--- config.mk ---
export PLATFORM = sky130hd
export DESIGN_NAME = fitness_eval_sched
export DESIGN_NICKNAME = d
export VERILOG_FILES = /design/src/rtl/fitness_eval_sched.sv
export SDC_FILE = /design/constraint.sdc
export NUM_CORES = 1
export LEC_CHECK = 0
export CORE_MARGIN = 3
export CORE_UTILIZATION = 46
export CTS_CLUSTER_SIZE = 28
export DETAILED_ROUTE_END_ITERATION = 16
export GPL_ROUTABILITY_DRIVEN = 0
export GPL_TIMING_DRIVEN = 0
export PLACE_DENSITY = 0.85
export SLEW_MARGIN = 20
export SYNTH_ARGS = -nofsm -noshare
export SYNTH_HDL_FRONTEND = slang
export SYNTH_SLANG_ARGS = --single-unit
--- constraint.sdc ---
create_clock -name clk_i -period 9.6 [get_ports clk_i]
set_input_delay 1.44 -clock clk_i [delete_from_list [all_inputs] [get_ports clk_i]]
set_output_delay 1.44 -clock clk_i [all_outputs]
set_load 0.02 [all_outputs]
--- src/rtl/fitness_eval_sched.sv ---
// Fitness evaluation scheduler: walks a population through one shared evaluator,
// writes each fitness back and tracks the minimum-energy individual of the run.
module fitness_eval_sched #(
    parameter int unsigned NUM_PARTICLE_TYPE = 3,
    parameter int unsigned DATA_WIDTH        = 4,
    parameter int unsigned LATTICE_LENGTH    = 11,
    parameter int unsigned SELF_FIT_LENGTH   = 10,
    parameter int unsigned POP_SIZE          = 8,
    parameter int unsigned IDX_WIDTH         = 3,
    parameter int unsigned TIMEOUT           = 64,
    parameter int unsigned SE_W              = NUM_PARTICLE_TYPE * DATA_WIDTH,
    parameter int unsigned IM_W              = NUM_PARTICLE_TYPE * NUM_PARTICLE_TYPE * DATA_WIDTH,
    parameter int unsigned IND_W             = LATTICE_LENGTH * DATA_WIDTH
) (
    input  logic                       clk_i,
    input  logic                       rst_n,
    input  logic                       start_i,
    input  logic [IDX_WIDTH:0]         pop_count_i,
    input  logic [SE_W-1:0]            self_energy_vec_i,
    input  logic [IM_W-1:0]            interact_matrix_i,
    output logic                       ind_rd_en_o,
    output logic [IDX_WIDTH-1:0]       ind_rd_addr_o,
    input  logic [IND_W-1:0]           ind_rd_data_i,
    output logic                       eval_in_valid_o,
    output logic [SE_W-1:0]            eval_self_energy_o,
    output logic [IM_W-1:0]            eval_interact_o,
    output logic [IND_W-1:0]           eval_individual_o,
    input  logic                       eval_out_valid_i,
    input  logic [SELF_FIT_LENGTH-1:0] eval_fit_i,
    output logic                       fit_wr_en_o,
    output logic [IDX_WIDTH-1:0]       fit_wr_addr_o,
    output logic [SELF_FIT_LENGTH-1:0] fit_wr_data_o,
    output logic [SELF_FIT_LENGTH-1:0] best_fit_o,
    output logic [IDX_WIDTH-1:0]       best_idx_o,
    output logic                       busy_o,
    output logic                       done_o,
    output logic                       err_o
);

    localparam int unsigned CW = IDX_WIDTH + 1;
    localparam int unsigned TW = (TIMEOUT > 1) ? $clog2(TIMEOUT) : 1;

    typedef enum logic [2:0] {
        StIdle, StFetch, StWaitRd, StIssue, StWaitEval, StWrite, StDone
    } state_e;

    state_e                     state_q, state_d;
    logic [IDX_WIDTH-1:0]       idx_q, idx_d, best_idx_q, best_idx_d;
    logic [CW-1:0]              count_q, count_d;
    logic [TW-1:0]              timer_q, timer_d;
    logic [SELF_FIT_LENGTH-1:0] fit_q, fit_d, best_fit_q, best_fit_d;
    logic                       err_q, err_d, empty_q, empty_d;
    logic [SE_W-1:0]            se_q, se_d;
    logic [IM_W-1:0]            im_q, im_d;
    logic [IND_W-1:0]           ind_q, ind_d;

    always_ff @(posedge clk_i or posedge rst_n) begin
        if (rst_n) begin
            state_q    <= StIdle;
            idx_q      <= '0;
            best_idx_q <= '0;
            count_q    <= '0;
            timer_q    <= '0;
            fit_q      <= '0;
            best_fit_q <= '1;
            err_q      <= 1'b0;
            empty_q    <= 1'b0;
            se_q       <= '0;
            im_q       <= '0;
            ind_q      <= '0;
        end else begin
            state_q    <= state_d;
            idx_q      <= idx_d;
            best_idx_q <= best_idx_d;
            count_q    <= count_d;
            timer_q    <= timer_d;
            fit_q      <= fit_d;
            best_fit_q <= best_fit_d;
            err_q      <= err_d;
            empty_q    <= empty_d;
            se_q       <= se_d;
            im_q       <= im_d;
            ind_q      <= ind_d;
        end
    end

    always_comb begin
        state_d    = state_q;
        idx_d      = idx_q;
        best_idx_d = best_idx_q;
        count_d    = count_q;
        timer_d    = timer_q;
        fit_d      = fit_q;
        best_fit_d = best_fit_q;
        err_d      = err_q;
        empty_d    = empty_q;
        se_d       = se_q;
        im_d       = im_q;
        ind_d      = ind_q;
        unique case (state_q)
            StIdle: begin
                if (start_i) begin
                    best_fit_d = '1;
                    best_idx_d = '0;
                    err_d      = 1'b0;
                    if (pop_count_i == '0) begin
                        // Empty run: straight to completion, never looks busy.
                        empty_d = 1'b1;
                        state_d = StDone;
                    end else begin
                        empty_d = 1'b0;
                        se_d    = self_energy_vec_i;
                        im_d    = interact_matrix_i;
                        count_d = (pop_count_i > CW'(POP_SIZE)) ? CW'(POP_SIZE) : pop_count_i;
                        idx_d   = '0;
                        state_d = StFetch;
                    end
                end
            end
            StFetch:  state_d = StWaitRd;
            StWaitRd: begin
                ind_d   = ind_rd_data_i;
                state_d = StIssue;
            end
            StIssue: begin
                timer_d = '0;
                state_d = StWaitEval;
            end
            StWaitEval: begin
                if (eval_out_valid_i) begin
                    fit_d   = eval_fit_i;
                    state_d = StWrite;
                end else if (timer_q == TW'(TIMEOUT - 1)) begin
                    fit_d   = '1;
                    err_d   = 1'b1;
                    state_d = StWrite;
                end else begin
                    timer_d = timer_q + TW'(1);
                end
            end
            StWrite: begin
                // Strict compare so ties keep the earlier index.
                if (fit_q < best_fit_q) begin
                    best_fit_d = fit_q;
                    best_idx_d = idx_q;
                end
                if ({1'b0, idx_q} == count_q - CW'(1)) begin
                    state_d = StDone;
                end else begin
                    idx_d   = idx_q + IDX_WIDTH'(1);
                    state_d = StFetch;
                end
            end
            StDone:  state_d = StIdle;
            default: state_d = StIdle;
        endcase
    end

    assign ind_rd_en_o        = (state_q == StFetch);
    assign ind_rd_addr_o      = idx_q;
    assign eval_in_valid_o    = (state_q == StIssue);
    assign eval_self_energy_o = se_q;
    assign eval_interact_o    = im_q;
    assign eval_individual_o  = ind_q;
    assign fit_wr_en_o        = (state_q == StWrite);
    assign fit_wr_addr_o      = idx_q;
    assign fit_wr_data_o      = fit_q;
    assign best_fit_o         = best_fit_q;
    assign best_idx_o         = best_idx_q;
    assign busy_o             = (state_q != StIdle) && !empty_q;
    assign done_o             = (state_q == StDone);
    assign err_o              = err_q;

endmodule

# Word level (Yosys, flattened, before mapping)
# Index checks and enable logic that the tools add are counted.
# classes
mux	27
n_reduce_logical	17
n_mul	0
addsub	3
n_eq_ne	16
bitwise	1
shifts	0
div	0
n_lt_le_gt_ge	2
# op_table
cell	n
10-bit two-way mux	4
3-bit two-way mux	10
10-bit case mux with 2 select lines	1
3-bit case mux with 6 select lines	1
6-bit two-way mux	2
2-bit != test, second input constant	6
3-bit case mux with 2 select lines	2
6-bit case mux with 2 select lines	1
10-bit < comparator	1
3-bit == test, second input constant	3
3-bit AND reduction	3
4-bit AND reduction	2
2-bit nonzero test	4
6-bit by 1-bit adder with 6-bit output, second input constant	1
3-bit by 2-bit == test with 1-bit output, second input constant	2
6-bit == test, second input constant	1
2-bit AND reduction	3
3-bit by 4-bit == test with 1-bit output	1
4-bit greater-than comparator, second input constant	1
4-bit zero test	1
1-bit two-way mux	4
4-bit two-way mux	1
4-bit by 1-bit subtractor with 4-bit output, second input constant	1
3-bit by 1-bit adder with 3-bit output, second input constant	1
9 further kinds	9
# word_totals
reg_bits	133
output_inout_bits	127
romBits	0
in_bits	110
word_cells	78
n_memories	0
ram_bits	0
latch_bits	0

# Longest topological paths before layout
# Gate-level depths: netlist of run 1.
# logic_depth
depth_word	4
ltp_mapped	8
mapped_depth_nobuf	7

# Least setup slack after synthesis of run 1
# Ideal clock, no wire load.
# synth_timing
path_type	input to register
from	input port pop_count_i[0]
to	register count_q[2]
stages	4
setup_ns	0.128
path_buffers	1
slack_ns	7.002
t_arrival_ns	2.470
t_required_ns	9.472
path_cell_list	or4_1 -> nand2_1 -> buf_2 -> o21ai_0
# synth_via
elab_chain_cells	3
word_cells_on_any_way	5
classes_between	order compare (1); mux (1); bitwise (1); reduce/logical (2)
# synth_lines
element	line	source
from (decl)	18	input logic [IDX_WIDTH:0] pop_count_i,
branches (longest 3 deep; another with 4-bit greater-than comparator)	-	
to (signal assigned)	75	count_q <= count_d;
to (decl)	49	logic [CW-1:0] count_q, count_d;
# Several ways; the timed one is not identified.
# A chain may end at the register's enable or synchronous reset.

# Worst setup path in the final report of run 1
# layout_timing
from	register state_q[1]
to	output port eval_in_valid_o
# layout_via
elab_chain_cells	1
# layout_lines
element	line	source
from (decl)	47	state_e state_q, state_d;
from (signal assigned)	59	state_q <= StIdle;
from (signal assigned)	72	state_q <= state_d;
3-bit by 2-bit == test with 1-bit output	161	assign eval_in_valid_o = (state_q == StIssue);
to (decl)	24	output logic eval_in_valid_o,
# Every way passes these cells.

==> results of run 1 <==
[flip-flops by register name (all words and copies together), names as in the netlist, 4 cells and up]
register            flops
eval_individual_o      44
best_fit_o             10
eval_self_energy_o     12
eval_interact_o        36
timer_q                 6
count_q                 4
fit_wr_data_o          10
[final cells by class]
class | instances | area (sq um) | share of cell area
clock inverter | 7 | 70.1 | 0.00795
sequential | 133 | 3340 | 0.379
inverter | 16 | 67.6 | 0.00767
multi-input combinational | 344 | 2130 | 0.241
tap | 143 | 179 | 0.0203
clock buffer | 25 | 505 | 0.0574
buffer | 24 | 130 | 0.0148
timing repair buffer | 237 | 2390 | 0.271
[routing by layer]
layer	track usage	vias to the layer above	wire (um)
met3	0.0812	32	1380
met2	0.438	191	8600
met1	0.274	2326	6390
met4	0.109	0	413
met5	0	-	0
li1	-	2231	-
[worst min-delay path, cell delays in order, from the launching register on]
cell and delay, ns:
dfrtp_1 0.34, nand2_1 0.05, nand2_1 0.06
[stage by stage]
step	power, mW	hold slack [ns]
6_report	3.01	0.479
5_1_grt	3.18	0.504
4_1_cts	3.04	0.479
3_5_place_dp	2.40	0.467
3_3_place_gp	2.33	0.457
2_1_floorplan	1.71	0.451
[cell usage in the layout (no fill, tap or decap), types with 8 or more instances in the layout]
master / instances
clkdlybuf4s50_1: 236
nand2_1: 162
dfrtp_1: 123
mux2_2: 45
nor2_1: 32
clkbuf_16: 17
buf_2: 16
inv_1: 15
mux2i_1: 15
ha_1: 12
o22a_1: 10
dfstp_2: 10
o21ai_0: 8
[cells by family after synthesis]
group | count (synthesis)
and+or+nand+nor | 225
DFF | 133
muxes | 60
AOI/OAI and AO/OA | 40
buffers and inverters | 40
adders and majority gates | 12
xor gates and xnor gates | 7
[power by group through the flow]
stage	clock network [mW]	logic [mW]	registers (mW)
after floorplan	0	0.493	1.21
after global placement	0	1.38	0.950
after detailed placement	0	1.42	0.972
after CTS	0.633	1.44	0.969
after global routing	0.660	1.52	1.00
final	0.626	1.42	0.969
[path summary, 6_finish.rpt]
check / from / end / slack (ns) / cells past startpoint
worst max-delay path: state_q[1] / eval_in_valid_o / 6.05 / 4
worst min-delay path: eval_interact_o[23] / eval_interact_o[23] / 0.48 / 2
worst max register to register: best_fit_o[2] / best_fit_o[8] / 7.25 / 8
worst min register to register: eval_interact_o[23] / eval_interact_o[23] / 0.48 / 2
max in group asynchronous: rst_n / empty_q / 7.41 / 3
min in group asynchronous: rst_n / eval_individual_o[27] / 1.41 / 2
==> flow_summary.toml, run 1 <==
[run_status]
status = "complete, no violations"

[logic_synthesis]
synth_most_common_cell = "nand2_1"
synth_edf_count = 0
synth_seq_cells = 133
yosys.area.top_type = "dfrtp_1"
ys_types = 46
synth_cells = 517
synth_top_family_by_area = "simple AND/OR/NAND/NOR gates"
syn_area_sq_um = 5660
synthSimpleGateAreaFrac = 0.167
yosys-top-cells-area = "dfrtp_1 (54%), nand2_1 (11%), mux2_2 (9.0%), dfstp_2 (4.6%), ha_1 (2.7%)"
synthXorXnorAreaFrac = 0.0108
synth_mux_area_frac = 0.116
ys_warn_count = 0
synth_nets = 639
syn_avg_cell_area_sq_um = 10.9
synth_commonest_cells = "nand2_1 (162), dfrtp_1 (123), mux2_2 (45)"
async_reset_ff_frac = 1.00
synth_fa_ha_area_frac = 0.0265
ys.flop_type = "dfrtp_1"
yosys.area.top_type_share = 0.544
yosysSeqAreaShare = 0.591
synth_compound_area_frac = 0.0557

[setup_path]
path_class = "flip-flop to output pin"
path_cells = "buf_2, nand2b_1, nor2_1, clkdlybuf4s50_1"
path_delay_family = "buffers and inverters"
path_max_fanout = 10
cp-start-kind = "flip-flop"
critPathArrivalTime_ns = 2.11
cp_data_required_time_ns = 8.16
cp_slowest_cell = "clkdlybuf4s50_1"
cp_num_buf_inv = 2
critPathMaxStageDelay_ns = 0.69
cp-end-kind = "output pin"

[placement]
io_buffers = 236
dpl-instance-area_sq_um = 8230
placed_cells = 897
place_hpwl_um = 12400
post-place-ws_ns = 6.24

[power]
ir_drop_uv = 248
p_switching_mw = 1.13
switching_share = 0.374
p_clk_frac = 0.208
power.leakage_nw = 4.13
pwr-share-seq = 0.321
internal_power_mw = 1.89
combPwrFrac = 0.471
p_per_area_nw_per_um2 = 342

[routing]
ant_nets = 0
vias = 4780
routedWlPerCell_um = 18.1
routed_wl_um = 16800
avgViaCountPerCell = 5.15
drtIter0Drc = 192
drt_pass1_iterations = 4
drc = 0

[finish]
fillers = 806
instances_no_fill = 929
syn_to_final_growth_pct = 55.7
drive_above_1_share = 0.145
num-nets-final = 895
diodes = 0
stdcell_area_sq_um = 8810
finish.utilization = 0.752

[die]
initial_core_util = 0.483
die_width_um = 117
core.rowCount = 39
die_y_um = 117
ios = 237
fp.coreArea_sq_um = 11700
die_area_sq_um = 13700

[sta]
skew_ns = 0.00506
finalHoldViolCount = 0
setup_ws_ns = 6.05
post-route-period-util = 0.369
fin_setup_tns_ns = 0
relSlewSlack = 0.493
setup_viol = 0
rsz0062_at_grt = "false"
worst_pin_slew_ns = 0.758
maxSlewViolCount = 0
max_clock_freq_ghz = 0.282
fin_crit_ns = 3.55

[clocking]
cts.htree.levels = 4
cts_root_buffer = "clkbuf_16"
postCtsSetupBuffers = 0
clk_path_buf_depth = 2
tritoncts = "done"
ctsResizeCount = 0
numCtsBuffers = 17
hold_buffers = 0
cts.sinks = 133
clk_pin_slew_ns = 0.05
clk_latency_ns = 0.42

[global_route]
antenna_found_initial = 0
grt_util_all_layers = 0.248
grt_pass1_wl_um = 25900
grt_pass1_vias = 5195
grt_max_degree = 97
overflow = 0

[min_path]
holdCritPathClass = "flip-flop to flip-flop"

[job]
cap_violations = 0
No activity file was read; power rests on OpenSTA's default activity.
==> inputs of run 2 (changes only) <==
--- a/config.mk
+++ b/config.mk
@@ -6,12 +6,12 @@
 export NUM_CORES = 1
 export LEC_CHECK = 0
 export CORE_MARGIN = 3
-export CORE_UTILIZATION = 46
+export CORE_UTILIZATION = 43
 export CTS_CLUSTER_SIZE = 28
 export DETAILED_ROUTE_END_ITERATION = 16
 export GPL_ROUTABILITY_DRIVEN = 0
 export GPL_TIMING_DRIVEN = 0
-export PLACE_DENSITY = 0.85
+export PLACE_DENSITY = 0.81
 export SLEW_MARGIN = 20
 export SYNTH_ARGS = -nofsm -noshare
 export SYNTH_HDL_FRONTEND = slang
==> constraint.sdc (replaced) <==
create_clock -name clk_i -period 3.63 [get_ports clk_i]
set_input_delay 0.5445 -clock clk_i [delete_from_list [all_inputs] [get_ports clk_i]]
set_output_delay 0.5445 -clock clk_i [all_outputs]
set_load 0.02 [all_outputs]
==> flow_summary.toml, run 2 (synthesis results as in run 1) <==
[clocking]
cts.htree.levels = 4
numCtsBuffers = 17
tritoncts = "done"
postCtsSetupBuffers = 0
clk_pin_slew_ns = 0.05
cts.sinks = 133
ctsResizeCount = 0
hold_buffers = 0
cts_root_buffer = "clkbuf_16"
clk_latency_ns = 0.42
clk_path_buf_depth = 2

[power]
power.leakage_nw = 4.20
switching_share = 0.356
p_clk_frac = 0.236
p_per_area_nw_per_um2 = 914
combPwrFrac = 0.455
p_switching_mw = 2.92
pwr-share-seq = 0.310
internal_power_mw = 5.29
ir_drop_uv = 503

[global_route]
grt_max_degree = 34
antenna_found_initial = 0
grt_util_all_layers = 0.225
overflow = 0
grt_pass1_vias = 5079
grt_pass1_wl_um = 25500

[die]
core.rowCount = 41
die_area_sq_um = 14600
initial_core_util = 0.445
ios = 237
die_y_um = 121
die_width_um = 121
fp.coreArea_sq_um = 12700

[finish]
diodes = 0
largest_reg_flops = 44
syn_to_final_growth_pct = 58.9
stdcell_area_sq_um = 8990
layout_commonest_cell = "clkdlybuf4s50_1"
multiInputGateArea_sq_um = 2130
seq_area_sq_um = 3340
num-nets-final = 898
fillers = 941
final_cell_mix = "clkdlybuf4s50_1 (236), nand2_1 (162), dfrtp_1 (123), mux2_2 (45), nor2_1 (32)"
drive_above_1_share = 0.147

[job]
cap_violations = 0

[sta]
rsz0062_at_grt = "false"
worst_pin_slew_ns = 0.687
maxSlewViolCount = 0
finalHoldViolCount = 0
skew_ns = 0.00615
relSlewSlack = 0.540
post-route-period-util = 0.743
fin_setup_tns_ns = 0
setup_viol = 0
fin_crit_ns = 2.70
max_clock_freq_ghz = 0.371

[run_status]
status = "complete, no violations"

[min_path]
holdCritPathClass = "flip-flop to flip-flop"
hold_depth = 2

[routing]
ant_nets = 0
routed_wl_um = 16100
drc = 0
avgViaCountPerCell = 4.94
routedWlPerCell_um = 16.8
vias = 4747
drt_pass1_iterations = 4
drtIter0Drc = 208

[setup_path]
path_max_fanout = 10
cp-end-kind = "output pin"
worstRegToRegCells = 8
path_class = "flip-flop to output pin"
cp_data_required_time_ns = 3.09
cp-start-kind = "flip-flop"
critPathArrivalTime_ns = 2.15

[placement]
io_buffers = 236
place_hpwl_um = 12200
dpl-instance-area_sq_um = 8330
## run 2: changes by cell type in the layout (fill, tap and decap cells not counted)
cell / before / now
bufinv_16: 1 / 6
buf_12: 0 / 3
clkbuf_8: 5 / 2
clkinvlp_4: 4 / 2
clkbuf_1: 5 / 6
inv_8: 1 / 0
## run 2: path summary, 6_finish.rpt
kind / from / to / slack, ns
max in group asynchronous: rst_n / eval_interact_o[27] / 2.32
max: state_q[1] / eval_in_valid_o / 0.93
min reg2reg: eval_interact_o[21] / eval_interact_o[21] / 0.47
max reg2reg: best_fit_o[2] / best_fit_o[2] / 1.23
min: eval_interact_o[21] / eval_interact_o[21] / 0.47
min in group asynchronous: rst_n / eval_individual_o[10] / 0.55
## run 2: power by group through the flow
| stage | logic, mW | clock network [mW] | registers (mW) |
|---|---|---|---|
| 3_3_place_gp | 3.65 | 0 | 2.51 |
| 6_report | 3.73 | 1.94 | 2.54 |
| 5_1_grt | 4.00 | 2.04 | 2.63 |
| 2_1_floorplan | 1.30 | 0 | 3.21 |
| 3_5_place_dp | 3.76 | 0 | 2.56 |
| 4_1_cts | 3.79 | 1.97 | 2.55 |
## run 2: worst max-delay path: stages (launching register included)
cell,delay [ns]
dfrtp_1,0.34
buf_2,0.19
nand2b_1,0.12
nor2_1,0.39
clkdlybuf4s50_1,0.70
## run 2: metal layers
layer | wire length, um | vias to the layer above | GRT usage
met3 | 1440 | 27 | 0.0837
met2 | 8240 | 192 | 0.391
li1 | - | 2237 | -
met5 | 0 | - | 0
met1 | 6100 | 2291 | 0.250
met4 | 321 | 0 | 0.0892
## run 2: area by class of cell
class	count	area share
clock inverters	9	0.0220
well taps	172	0.0239
clock buffers	23	0.0520
repair buffers	240	0.272
inverters	16	0.00710
multi-input cells	344	0.236
flip-flops and latches	133	0.372
plain buffers	24	0.0145
## run 2: metrics by stage
stage / util / power (mW) / instances / worst slack (ns) / hold slack (ns)
finish: 0.707 / 8.21 / 961 / 0.932 / 0.471
global route: 0.707 / 8.67 / 961 / 0.819 / 0.497
CTS: 0.707 / 8.30 / 961 / 0.905 / 0.476
detailed placement: 0.654 / 6.32 / 929 / 1.16 / 0.463
global placement: 0.648 / 6.17 / 925 / 0.308 / 0.457
floorplan: - / 4.52 / 517 / 1.44 / 0.451
